### config.mk
export PLATFORM = sky130hd
export DESIGN_NAME = mshr_repair_controller_flat
export DESIGN_NICKNAME = d
export VERILOG_FILES = /design/src/rtl/mshr_repair_controller_pkg.sv /design/src/rtl/mshr_repair_controller_if.sv /design/src/rtl/mshr_repair_controller_line_word_merge.sv /design/src/rtl/mshr_repair_controller.sv /design/src/flat_wrapper.sv
export SDC_FILE = /design/constraint.sdc
export NUM_CORES = 1
export LEC_CHECK = 0
export ABC_AREA = 1
export CORE_AREA = 2 2 172 174
export DETAILED_ROUTE_END_ITERATION = 8
export DIE_AREA = 0 0 174 176
export PLACE_DENSITY = 0.72
export REMOVE_ABC_BUFFERS = 1
export SLEW_MARGIN = 20
export SYNTH_ARGS = -nofsm -noshare
export SYNTH_HDL_FRONTEND = slang
export SYNTH_SLANG_ARGS = --single-unit
### constraint.sdc
create_clock -name clk_i -period 1.8 [get_ports clk_i]
set_clock_uncertainty 0.1 [all_clocks]
set_input_delay 0.18 -clock clk_i [delete_from_list [all_inputs] [get_ports clk_i]]
set_output_delay 0.18 -clock clk_i [all_outputs]
set_load 0.005 [all_outputs]
### src/rtl/mshr_repair_controller_pkg.sv
// Shared types and constants for the MSHR repair sequencer and the D-cache
// store path: line geometry, repair FSM states and the latched repair context.
package mshr_repair_controller_pkg;

  localparam int unsigned LINE_BYTES  = 16;
  localparam int unsigned ROB_ENTRIES = 16;
  localparam int unsigned ROB_IDX_W   = $clog2(ROB_ENTRIES);

  typedef enum logic [1:0] {
    IDLE = 2'd0,
    REQ  = 2'd1,
    WAIT = 2'd2,
    RESP = 2'd3
  } repair_state_e;

  typedef struct packed {
    logic [31:0]          addr;
    logic [31:0]          data;
    logic [ROB_IDX_W-1:0] rob_idx;
    logic                 is_store;
  } repair_ctx_t;

  // Clear the byte-offset bits of an address for a power-of-two line size.
  function automatic logic [31:0] line_align(input logic [31:0] addr,
                                             input int unsigned line_bytes);
    return addr & ~(32'(line_bytes) - 32'd1);
  endfunction

endpackage

### src/rtl/mshr_repair_controller_if.sv
// Next-level memory channel: one line-read request handshake plus the
// returning line. The repair controller is the master.
interface mshr_repair_controller_if #(
  parameter int unsigned LINE_BYTES = 16
) ();

  logic                    mem_req_vld;
  logic                    mem_req_rdy;
  logic [31:0]             mem_req_addr;
  logic                    mem_resp_vld;
  logic [8*LINE_BYTES-1:0] mem_resp_data;

  modport master (
    output mem_req_vld,
    output mem_req_addr,
    input  mem_req_rdy,
    input  mem_resp_vld,
    input  mem_resp_data
  );

  modport slave (
    input  mem_req_vld,
    input  mem_req_addr,
    output mem_req_rdy,
    output mem_resp_vld,
    output mem_resp_data
  );

endinterface

### src/rtl/mshr_repair_controller_line_word_merge.sv
// Combinational word access into a cache line: reads the 32-bit word at a
// word offset and produces the line with that word replaced. Shared with the
// D-cache store path.
module line_word_merge #(
  parameter  int unsigned LINE_BYTES = 16,
  localparam int unsigned WORDS      = LINE_BYTES / 4,
  localparam int unsigned WOFF_W     = $clog2(WORDS)
) (
  input  logic [8*LINE_BYTES-1:0] line_i,
  input  logic [WOFF_W-1:0]       word_off_i,
  input  logic [31:0]             wdata_i,
  output logic [31:0]             rdata_o,
  output logic [8*LINE_BYTES-1:0] line_o
);

  // Select the addressed word and splice the write data into its slot.
  always_comb begin
    rdata_o = 32'd0;
    line_o  = line_i;
    for (int unsigned i = 0; i < WORDS; i++) begin
      if (word_off_i == WOFF_W'(i)) begin
        rdata_o            = line_i[32*i +: 32];
        line_o[32*i +: 32] = wdata_i;
      end else begin
        line_o[32*i +: 32] = line_i[32*i +: 32];
      end
    end
  end

endmodule

### src/rtl/mshr_repair_controller.sv
// MSHR repair sequencer: accepts one repair at a time, reads the whole line
// from next-level memory, then fills the D-cache and either writes the missed
// word back to the ROB (load) or merges store data and reports store done.
// A flush while the memory read is in flight cannot cancel it; the response
// is consumed and only the completion pulse survives.
module mshr_repair_controller #(
  parameter  int unsigned LINE_BYTES  = mshr_repair_controller_pkg::LINE_BYTES,
  parameter  int unsigned ROB_ENTRIES = mshr_repair_controller_pkg::ROB_ENTRIES,
  localparam int unsigned ROB_IDX_W   = $clog2(ROB_ENTRIES)
) (
  input  logic                        clk_i,
  input  logic                        rst_ni,
  input  logic                        flush_i,
  input  logic                        repair_req_i,
  input  logic [31:0]                 repair_req_addr_i,
  input  logic [31:0]                 repair_req_data_i,
  input  logic [ROB_IDX_W-1:0]        repair_req_rob_idx_i,
  input  logic                        repair_is_store_i,
  output logic                        repair_ack_o,
  output logic                        repair_complete_o,
  mshr_repair_controller_if.master    mem_if,
  output logic                        fill_vld_o,
  output logic [31:0]                 fill_addr_o,
  output logic [8*LINE_BYTES-1:0]     fill_line_o,
  output logic                        ld_wb_vld_o,
  output logic [ROB_IDX_W-1:0]        ld_wb_rob_idx_o,
  output logic [31:0]                 ld_wb_data_o,
  output logic                        st_done_vld_o,
  output logic [ROB_IDX_W-1:0]        st_done_rob_idx_o,
  output logic                        busy_o
);

  import mshr_repair_controller_pkg::*;

  localparam int unsigned LINE_W = 8 * LINE_BYTES;
  localparam int unsigned OFF_W  = $clog2(LINE_BYTES);
  localparam int unsigned WOFF_W = OFF_W - 2;

  repair_state_e     state_r;
  repair_state_e     state_nxt_s;
  repair_ctx_t       ctx_r;
  logic [LINE_W-1:0] line_r;
  logic              squash_r;

  logic              ack_s;
  logic              deliver_s;
  logic [31:0]       line_addr_s;
  logic [WOFF_W-1:0] word_off_s;
  logic [31:0]       rd_word_s;
  logic [LINE_W-1:0] merged_line_s;
  logic              unused_addr_s;

  // Accept only from IDLE and never while the pipeline is being flushed.
  assign ack_s        = (state_r == IDLE) & repair_req_i & ~flush_i;
  assign repair_ack_o = ack_s;

  assign line_addr_s   = line_align(ctx_r.addr, LINE_BYTES);
  assign word_off_s    = ctx_r.addr[OFF_W-1:2];
  assign unused_addr_s = ^ctx_r.addr[1:0];

  // Side effects of the response are dropped if a flush hit this repair.
  assign deliver_s = (state_r == RESP) & ~(squash_r | flush_i);

  line_word_merge #(
    .LINE_BYTES (LINE_BYTES)
  ) u_line_word_merge (
    .line_i     (line_r),
    .word_off_i (word_off_s),
    .wdata_i    (ctx_r.data),
    .rdata_o    (rd_word_s),
    .line_o     (merged_line_s)
  );

  // FSM state register.
  always_ff @(posedge clk_i or negedge rst_ni) begin
    if (!rst_ni) begin
      state_r <= IDLE;
    end else begin
      state_r <= state_nxt_s;
    end
  end

  // FSM next-state: accept, issue the line read, wait for data, retire.
  always_comb begin
    state_nxt_s = state_r;
    case (state_r)
      IDLE: begin
        if (ack_s) state_nxt_s = REQ;
        else       state_nxt_s = IDLE;
      end
      REQ: begin
        if (mem_if.mem_req_rdy) state_nxt_s = WAIT;
        else                    state_nxt_s = REQ;
      end
      WAIT: begin
        if (mem_if.mem_resp_vld) state_nxt_s = RESP;
        else                     state_nxt_s = WAIT;
      end
      RESP:    state_nxt_s = IDLE;
      default: state_nxt_s = IDLE;
    endcase
  end

  // Latch the repair context on accept and the memory line when it returns.
  always_ff @(posedge clk_i or negedge rst_ni) begin
    if (!rst_ni) begin
      ctx_r  <= '0;
      line_r <= '0;
    end else begin
      if (ack_s) begin
        ctx_r.addr     <= repair_req_addr_i;
        ctx_r.data     <= repair_req_data_i;
        ctx_r.rob_idx  <= repair_req_rob_idx_i;
        ctx_r.is_store <= repair_is_store_i;
      end
      if ((state_r == WAIT) && mem_if.mem_resp_vld) begin
        line_r <= mem_if.mem_resp_data;
      end
    end
  end

  // Remember a flush seen while the read is in flight; forget it on retire.
  always_ff @(posedge clk_i or negedge rst_ni) begin
    if (!rst_ni) begin
      squash_r <= 1'b0;
    end else if (state_r == RESP) begin
      squash_r <= 1'b0;
    end else if (((state_r == REQ) || (state_r == WAIT)) && flush_i) begin
      squash_r <= 1'b1;
    end
  end

  // FSM outputs decoded from the registered state and context.
  always_comb begin
    busy_o              = 1'b0;
    mem_if.mem_req_vld  = 1'b0;
    mem_if.mem_req_addr = 32'd0;
    repair_complete_o   = 1'b0;
    fill_vld_o          = 1'b0;
    fill_addr_o         = 32'd0;
    fill_line_o         = '0;
    ld_wb_vld_o         = 1'b0;
    ld_wb_rob_idx_o     = '0;
    ld_wb_data_o        = 32'd0;
    st_done_vld_o       = 1'b0;
    st_done_rob_idx_o   = '0;
    case (state_r)
      IDLE: busy_o = 1'b0;
      REQ: begin
        busy_o              = 1'b1;
        mem_if.mem_req_vld  = 1'b1;
        mem_if.mem_req_addr = line_addr_s;
      end
      WAIT: busy_o = 1'b1;
      RESP: begin
        busy_o            = 1'b1;
        repair_complete_o = 1'b1;
        if (deliver_s) begin
          fill_vld_o  = 1'b1;
          fill_addr_o = line_addr_s;
          if (ctx_r.is_store) begin
            fill_line_o       = merged_line_s;
            st_done_vld_o     = 1'b1;
            st_done_rob_idx_o = ctx_r.rob_idx;
          end else begin
            fill_line_o     = line_r;
            ld_wb_vld_o     = 1'b1;
            ld_wb_rob_idx_o = ctx_r.rob_idx;
            ld_wb_data_o    = rd_word_s;
          end
        end else begin
          fill_vld_o = 1'b0;
        end
      end
      default: busy_o = 1'b0;
    endcase
  end

endmodule

### src/flat_wrapper.sv
// flat-port wrapper written by rule: the top's interface ports become plain ports
module mshr_repair_controller_flat import mshr_repair_controller_pkg::*;
#(
  parameter  int unsigned LINE_BYTES  = mshr_repair_controller_pkg::LINE_BYTES,
  parameter  int unsigned ROB_ENTRIES = mshr_repair_controller_pkg::ROB_ENTRIES,
  localparam int unsigned ROB_IDX_W   = $clog2(ROB_ENTRIES)
)
  (clk_i, rst_ni, flush_i, repair_req_i, repair_req_addr_i, repair_req_data_i, repair_req_rob_idx_i, repair_is_store_i, repair_ack_o, repair_complete_o, fill_vld_o, fill_addr_o, fill_line_o, ld_wb_vld_o, ld_wb_rob_idx_o, ld_wb_data_o, st_done_vld_o, st_done_rob_idx_o, busy_o, mem_if_mem_req_vld, mem_if_mem_req_addr, mem_if_mem_req_rdy, mem_if_mem_resp_vld, mem_if_mem_resp_data);
  mshr_repair_controller_if #(.LINE_BYTES(LINE_BYTES)) mem_if_i ();
  input  logic clk_i;
  input  logic rst_ni;
  input  logic flush_i;
  input  logic repair_req_i;
  input  logic [31:0] repair_req_addr_i;
  input  logic [31:0] repair_req_data_i;
  input  logic [ROB_IDX_W-1:0] repair_req_rob_idx_i;
  input  logic repair_is_store_i;
  output logic repair_ack_o;
  output logic repair_complete_o;
  output logic fill_vld_o;
  output logic [31:0] fill_addr_o;
  output logic [8*LINE_BYTES-1:0] fill_line_o;
  output logic ld_wb_vld_o;
  output logic [ROB_IDX_W-1:0] ld_wb_rob_idx_o;
  output logic [31:0] ld_wb_data_o;
  output logic st_done_vld_o;
  output logic [ROB_IDX_W-1:0] st_done_rob_idx_o;
  output logic busy_o;
  output wire logic [$bits(mem_if_i.mem_req_vld)-1:0] mem_if_mem_req_vld;
  output wire logic [$bits(mem_if_i.mem_req_addr)-1:0] mem_if_mem_req_addr;
  input wire logic [$bits(mem_if_i.mem_req_rdy)-1:0] mem_if_mem_req_rdy;
  input wire logic [$bits(mem_if_i.mem_resp_vld)-1:0] mem_if_mem_resp_vld;
  input wire logic [$bits(mem_if_i.mem_resp_data)-1:0] mem_if_mem_resp_data;
  assign mem_if_mem_req_vld = mem_if_i.mem_req_vld;
  assign mem_if_mem_req_addr = mem_if_i.mem_req_addr;
  assign mem_if_i.mem_req_rdy = mem_if_mem_req_rdy;
  assign mem_if_i.mem_resp_vld = mem_if_mem_resp_vld;
  assign mem_if_i.mem_resp_data = mem_if_mem_resp_data;
  mshr_repair_controller #(.LINE_BYTES(LINE_BYTES), .ROB_ENTRIES(ROB_ENTRIES)) u_core (.clk_i(clk_i), .rst_ni(rst_ni), .flush_i(flush_i), .repair_req_i(repair_req_i), .repair_req_addr_i(repair_req_addr_i), .repair_req_data_i(repair_req_data_i), .repair_req_rob_idx_i(repair_req_rob_idx_i), .repair_is_store_i(repair_is_store_i), .repair_ack_o(repair_ack_o), .repair_complete_o(repair_complete_o), .mem_if(mem_if_i), .fill_vld_o(fill_vld_o), .fill_addr_o(fill_addr_o), .fill_line_o(fill_line_o), .ld_wb_vld_o(ld_wb_vld_o), .ld_wb_rob_idx_o(ld_wb_rob_idx_o), .ld_wb_data_o(ld_wb_data_o), .st_done_vld_o(st_done_vld_o), .st_done_rob_idx_o(st_done_rob_idx_o), .busy_o(busy_o));
endmodule
==> summary.txt, run 1 <==
Outcome = complete, but fails checks
Failing checks = negative setup slack
Num CTS Buffers = 17
Layout Nets = 2,270
Max FO, Critical Path = 28
Worst ir drop on vdd = 0.6987 mV
Final WL = 57,830 µm
Area growth syn-to-layout = 82.65%
Post-route clock period utilization = 1.291
Core Footprint = 28,550 µm²
Max Cap Viol = 0
Library cells used by synthesis = 24
RSZ-0062 raised after global routing = true
Die Width = 174 µm
Cell area power density = 1365 nW/µm²
WP data required = 1.52 ns
Die Area = 30,620 µm²
Gate power share = 0.525
DRT antenna net count = 0
Synth Instances = 1,472
Switching share of power = 0.4391
IO Pins = 442
Die height = 176 µm
Kind of end point of the critical path = output pin
Clock power frac = 0.138
Fin crit period = 2.324 ns
First DRT Iteration DRCs = 1,346
Drt pass-1 iters = 8
GR Util All Layers = 0.3149
Final WS setup = -0.5242 ns
Via density = 5.539
WS Path Type = reg -> out
First-pass GRT wire length = 73,210 µm
Grt ovf = 0
Final RePlAce weighted congestion = 0.9160
CTS tree = built
H-tree Lvls = 4
Flop pwr share = 0.337
Clk root buf = clkbuf_16
Placed insts = 2,275
Hold/Removal Path Class = in -> async
HPWL after DPL = 33,120 µm
Core Util, Final = 0.7074
Worst path arrival time = 2.04 ns
Seq/Total Area, Yosys = 0.4481
Commonest cells after routing, fill and taps aside = nor2_1, clkdlybuf4s50_1, dfrtp_1
Routed WL per cell = 23.50 µm
Lkg Pwr = 0.01008 µW
Longest Clk Path Bufs = 2
Number of fill cells = 2,158
Switching pwr = 12,110 µW
Clk slew on worst S/H paths = 0.09 ns
Final Cell Area = 20,200 µm²
CTS Sinks = 198
Share of cells above drive strength 1 = 0.4359
Hold Fails Final Rpt = 0
Final setup viols = 367
Synthesis-stage register bit count = 198
Area taken by multi-input logic gates = 6569 µm²
Internal power = 15,460 µW
Antenna violations before repair = 2
Slew Limit Fails = 0
Dpl cell area = 16,380 µm²
FP Rows = 62
Initial core utilization = 0.3873
Routed via count = 13,630
Largest net degree at the start of global routing = 75
Vias in the first global route = 12,400
Synth Cell Area = 11,060 µm²
CP startpoint kind = register
Syn avg cell area = 7.511 µm²
# DRC = 0
Commonest non-fill, non-tap cell in the layout = nor2_1
Port Buffer Count = 431
Fin cells = 2,461
YS warnings = 0
Seq. cell area = 4959 µm²
Clock latency on the worst-skew pair = 0.42 ns
WHS = 0.1160 ns
FMAX = 0.4303 GHz
DP Worst Slack = -0.6951 ns
-- metal layers --
| layer | global-route usage | up-vias | share of wire |
|---|---|---|---|
| met2 | 0.5256 | 976 | 0.48 |
| met4 | 0.1625 | 0 | 0.064 |
| met5 | 0 | - | 0 |
| met1 | 0.3885 | 6521 | 0.36 |
| li1 | - | 5869 | - |
| met3 | 0.06309 | 265 | 0.097 |
-- cells in the mapped netlist --
cell | number | area, µm²
nor2_1 | 326 | 1224
nand2_1 | 245 | 919.6
dfrtp_1 | 198 | 4955
o21ai_0 | 190 | 950.9
inv_1 | 131 | 491.7
mux2_2 | 83 | 934.7
a21oi_1 | 76 | 380.4
buf_2 | 68 | 340.3
nand3_1 | 50 | 250.2
clkbuf_1 | 30 | 112.6
nand3b_1 | 15 | 112.6
nand4_1 | 15 | 93.84
buf_4 | 9 | 67.56
o21ai_1 | 9 | 45.04
inv_2 | 8 | 30.03
buf_1 | 5 | 18.77
ha_1 | 5 | 62.56
nand2_2 | 2 | 12.51
nor2_4 | 2 | 22.52
clkbuf_2 | 1 | 5.000
conb_1 | 1 | 3.750
nand3_2 | 1 | 10.01
nor2_2 | 1 | 6.260
o21a_1 | 1 | 7.510
-- state kept, by name (all words and copies together) (netlist names), named ones only --
| register | cells |
|---|---|
| u_core.state_r | 1 |
| u_core.line_r | 128 |
| u_core.ctx_r | 67 |
| u_core.squash_r | 1 |
-- power by group through the flow --
stage	sequential (µW)	clock [µW]	combinational [µW]
finish	9280	3810	14500
global route	9440	4010	15200
CTS	8530	3830	9750
detailed placement	8490	0	8860
global placement	8420	0	8660
floorplan	7950	0	4660
-- area by class of cell --
cell class,count,share of cell area
Antenna cell,3,0.0003717
Multi-Input combinational cell,1029,0.3253
Clock buffer,18,0.02125
Inverter,139,0.02924
Tap cell,384,0.02379
Sequential cell,198,0.2455
Timing Repair Buffer,677,0.3487
Clock inverter,13,0.005824
-- worst paths after layout --
kind	from	end	slack, ns	cells past startpoint
worst max-delay path	u_core.state_r[0]	fill_addr_o[5]	-0.52	5
worst min-delay path	rst_ni	u_core.ctx_r[42]	0.12	2
worst max register to register	u_core.state_r[0]	u_core.ctx_r[33]	-0.19	12
worst min register to register	u_core.line_r[101]	u_core.line_r[101]	0.45	1
max in group asynchronous	rst_ni	u_core.line_r[92]	0.74	3
min in group clk_i	repair_req_data_i[23]	u_core.ctx_r[28]	0.18	3
-- per-stage QoR --
| stage | power, µW | TNS, ns |
|---|---|---|
| after global routing | 28670 | -116.65 |
| after CTS | 22110 | -130.85 |
| after floorplan | 12610 | -591.45 |
| final | 27570 | -95.97 |
| after global placement | 17080 | -95.53 |
| after detailed placement | 17350 | -105.70 |
-- logic make-up after synthesis --
logic type	share of synthesized area
adders and majority gates	0.005658
buffers and inverters	0.09641
AOI/OAI and AO/OA	0.1252
and+or+nand+nor	0.2398
other	0.0003392
muxes	0.08453
DFF	0.4481
-- worst max-delay path: stages, from the launching register on --
cell             delay, ns
dfrtp_1               0.44
ha_4                  0.21
nand2_4               0.09
buf_8                 0.19
nor2_1                0.15
clkdlybuf4s50_1       0.53
-- timing repair --
| action | CTS | global route |
|---|---|---|
| gates cloned | 12 | 31 |
| gates resized for setup | 437 | 987 |
| endpoints found under the hold margin | 198 | 0 |
| setup buffers | 32 | 95 |
| setup endpoints to repair | 417 | 425 |
| pin swaps | 27 | 121 |
| hold buffers | 1 | 0 |
No activity file was read; power rests on OpenSTA's default activity.
==> run 2: changes to the inputs <==
--- a/config.mk
+++ b/config.mk
@@ -9,8 +9,10 @@
 export CORE_AREA = 2 2 172 174
 export DETAILED_ROUTE_END_ITERATION = 8
 export DIE_AREA = 0 0 174 176
+export HOLD_SLACK_MARGIN = 0.03
 export PLACE_DENSITY = 0.72
 export REMOVE_ABC_BUFFERS = 1
+export SETUP_SLACK_MARGIN = 0.2
 export SLEW_MARGIN = 20
 export SYNTH_ARGS = -nofsm -noshare
 export SYNTH_HDL_FRONTEND = slang
==> run 2 against run 1 <==
The run still ends with negative setup slack left. Wire length up 2.9%. Sequential share of layout area decreased by 0.53 points. Global-route usage grew 0.30 points. Final area rose by 2.2%. Fmax down 4.0%. Flip-flop and latch count unchanged. Worst setup slack got worse by 0.098 ns. Critical path depth grew 4. Largest power group unchanged.
==> summary.txt, run 2 (synthesized netlist as in run 1, its figures left out) <==
H-tree Lvls = 4 (unchanged)
Fin crit period = 2.422 ns (+0.09803 ns)
Number of fill cells = 2,067 (-4.2%)
Failing checks = negative setup slack
Clock latency on the worst-skew pair = 0.43 ns (about the same)
Layout Nets = 2,324 (+2.4%)
Hold Fails Final Rpt = 0 (unchanged)
First-pass GRT wire length = 73,780 µm (+0.78%)
Seq. cell area = 4959 µm² (unchanged)
WP data required = 1.52 ns (about the same)
Grt ovf = 0 (unchanged)
Antenna violations before repair = 0 (-2)
WS Path Type = reg -> out
HPWL after DPL = 33,120 µm (unchanged)
CTS Sinks = 198 (unchanged)
CTS tree = built
Cell area power density = 1307 nW/µm² (-4.3%)
FMAX = 0.4128 GHz (-4.0%)
Commonest non-fill, non-tap cell in the layout = nor2_1
Share of cells above drive strength 1 = 0.4248 (-0.01106)
Final WL = 59,540 µm (+2.9%)
IO Pins = 442 (unchanged)
RSZ-0062 raised after global routing = true
Met1 wire length = 21,950 µm (+4.6%)
Drt pass-1 iters = 5 (-3)
Final RePlAce weighted congestion = 0.9160 (unchanged)
Num CTS Buffers = 17 (unchanged)
WHS = 0.1053 ns (-0.01062 ns)
Clk root buf = clkbuf_16
Worst ir drop on vdd = 0.6755 mV (-3.3%)
# DRC = 0 (unchanged)
Lkg Pwr = 0.01047 µW (+3.8%)
CP startpoint kind = register
Via density = 5.599 (+1.1%)
Metal2 WL = 27,710 µm (+0.50%)
Longest Clk Path Bufs = 2 (unchanged)
Slew Limit Fails = 0 (unchanged)
Top flop regs = u_core.line_r: 128 flops, u_core.ctx_r: 67 flops
Largest net degree at the start of global routing = 75 (unchanged)
Core Footprint = 28,550 µm² (unchanged)
Clk slew on worst S/H paths = 0.09 ns (about the same)
Max reg flops = 128 (unchanged)
Initial core utilization = 0.3873 (unchanged)
Port Buffer Count = 431 (unchanged)
Commonest cells after routing, fill and taps aside = nor2_1, nand2_1, clkdlybuf4s50_1
Max Cap Viol = 0 (unchanged)
Area growth syn-to-layout = 86.70%
Die height = 176 µm (unchanged)
Max FO, Critical Path = 10 (-64%)
Register with the most flip-flops = u_core.line_r
Routed WL per cell = 23.69 µm (+0.81%)
GR Util All Layers = 0.3179 (+0.002978)
DRT antenna net count = 0 (unchanged)
WL met3 = 5605 µm (+0.43%)
Vias in the first global route = 12,450 (+0.43%)
Post-route clock period utilization = 1.346 (+0.05446)
Kind of end point of the critical path = output pin
Hold/Removal Path Class = in -> async
Final WS setup = -0.6222 ns (-0.09803 ns)
Area taken by multi-input logic gates = 6400 µm² (-2.6%)
Worst path arrival time = 2.14 ns (+0.10 ns)
Die Width = 174 µm (unchanged)
FP Rows = 62 (unchanged)
Die Area = 30,620 µm² (unchanged)
Routed via count = 14,070 (+3.2%)
DP Worst Slack = -0.6951 ns (unchanged)
Outcome = complete, but fails checks
Highest routed layer = met4
Final setup viols = 425 (+16%)
First DRT Iteration DRCs = 1,598 (+19%)
## run 2: cell count changes in the layout (fill, tap and decap cells not counted), sizes merged, moves of 2 or more
cell / previous run / this run
buf: 376 / 420
clkbuf: 84 / 88
clkdlybuf4s50: 226 / 205
diode: 3 / 1
dlygate4sd2: 1 / 8
dlymetal6s2s: 7 / 25
## run 2: layout make-up
cell class	instances	area share
flip-flops and latches	198	0.2402
diodes	1	0.0001212
inverters	139	0.02806
clock inverters	13	0.005697
multi-input cells	1030	0.3100
well taps	384	0.02327
repair buffers	730	0.3718
clock buffers	18	0.02079
## run 2: metrics by stage
step / power, µW / util / std cells / instance area (µm²) / TNS (ns)
floorplan: 12610 / - / 1366 / 10540 / -591.45
global placement: 17080 / 0.5739 / 2275 / 16380 / -95.53
detailed placement: 17350 / 0.5739 / 2275 / 16380 / -105.70
CTS: 22300 / 0.6283 / 2369 / 17940 / -128.25
global route: 28010 / 0.7230 / 2512 / 20640 / -153.01
finish: 26970 / 0.7231 / 2513 / 20640 / -128.79
## run 2: worst paths after layout
| check | depth (start not counted) | slack [ns] | start | to |
|---|---|---|---|---|
| hold / removal | 2 | 0.11 | rst_ni | u_core.ctx_r[42] |
| max in group asynchronous | 3 | 0.74 | rst_ni | u_core.line_r[116] |
| hold reg to reg | 1 | 0.44 | u_core.line_r[13] | u_core.line_r[13] |
| min in group clk_i | 3 | 0.17 | repair_req_data_i[23] | u_core.ctx_r[28] |
| setup / recovery | 9 | -0.62 | u_core.state_r[0] | repair_ack_o |
| setup reg to reg | 12 | -0.37 | u_core.state_r[0] | u_core.ctx_r[0] |
## run 2: timing repair
item	CTS	global route
hold buffers	1	0
cloned	13	31
endpoints found under the hold margin	198	0
gates resized for setup	532	844
buffers inserted	49	112
pin swaps	31	103
setup endpoints to repair	425	427
## run 2: where the power goes
part	leakage (µW)	switching [µW]	total, µW	internal, µW
sequential	0.00235	2480	9080	6600
clock	0.000264	2050	3870	1820
combinational	0.00785	7250	14000	6770
total	0.0105	11800	27000	15200
## run 2: routing by layer
| metal | global-route usage | vias up |
|---|---|---|
| li1 | - | 5985 |
| met1 | 0.3908 | 6693 |
| met2 | 0.5252 | 1095 |
| met3 | 0.06374 | 298 |
| met4 | 0.1786 | 0 |
| met5 | 0 | - |
## run 2: critical path: stages (launching register included)
cell	delay (ns)
dfrtp_1	0.43
buf_4	0.15
buf_6	0.12
inv_2	0.07
ha_2	0.19
inv_1	0.05
nor2_1	0.16
nand2_2	0.13
clkinv_4	0.15
dlygate4sd2_1	0.26
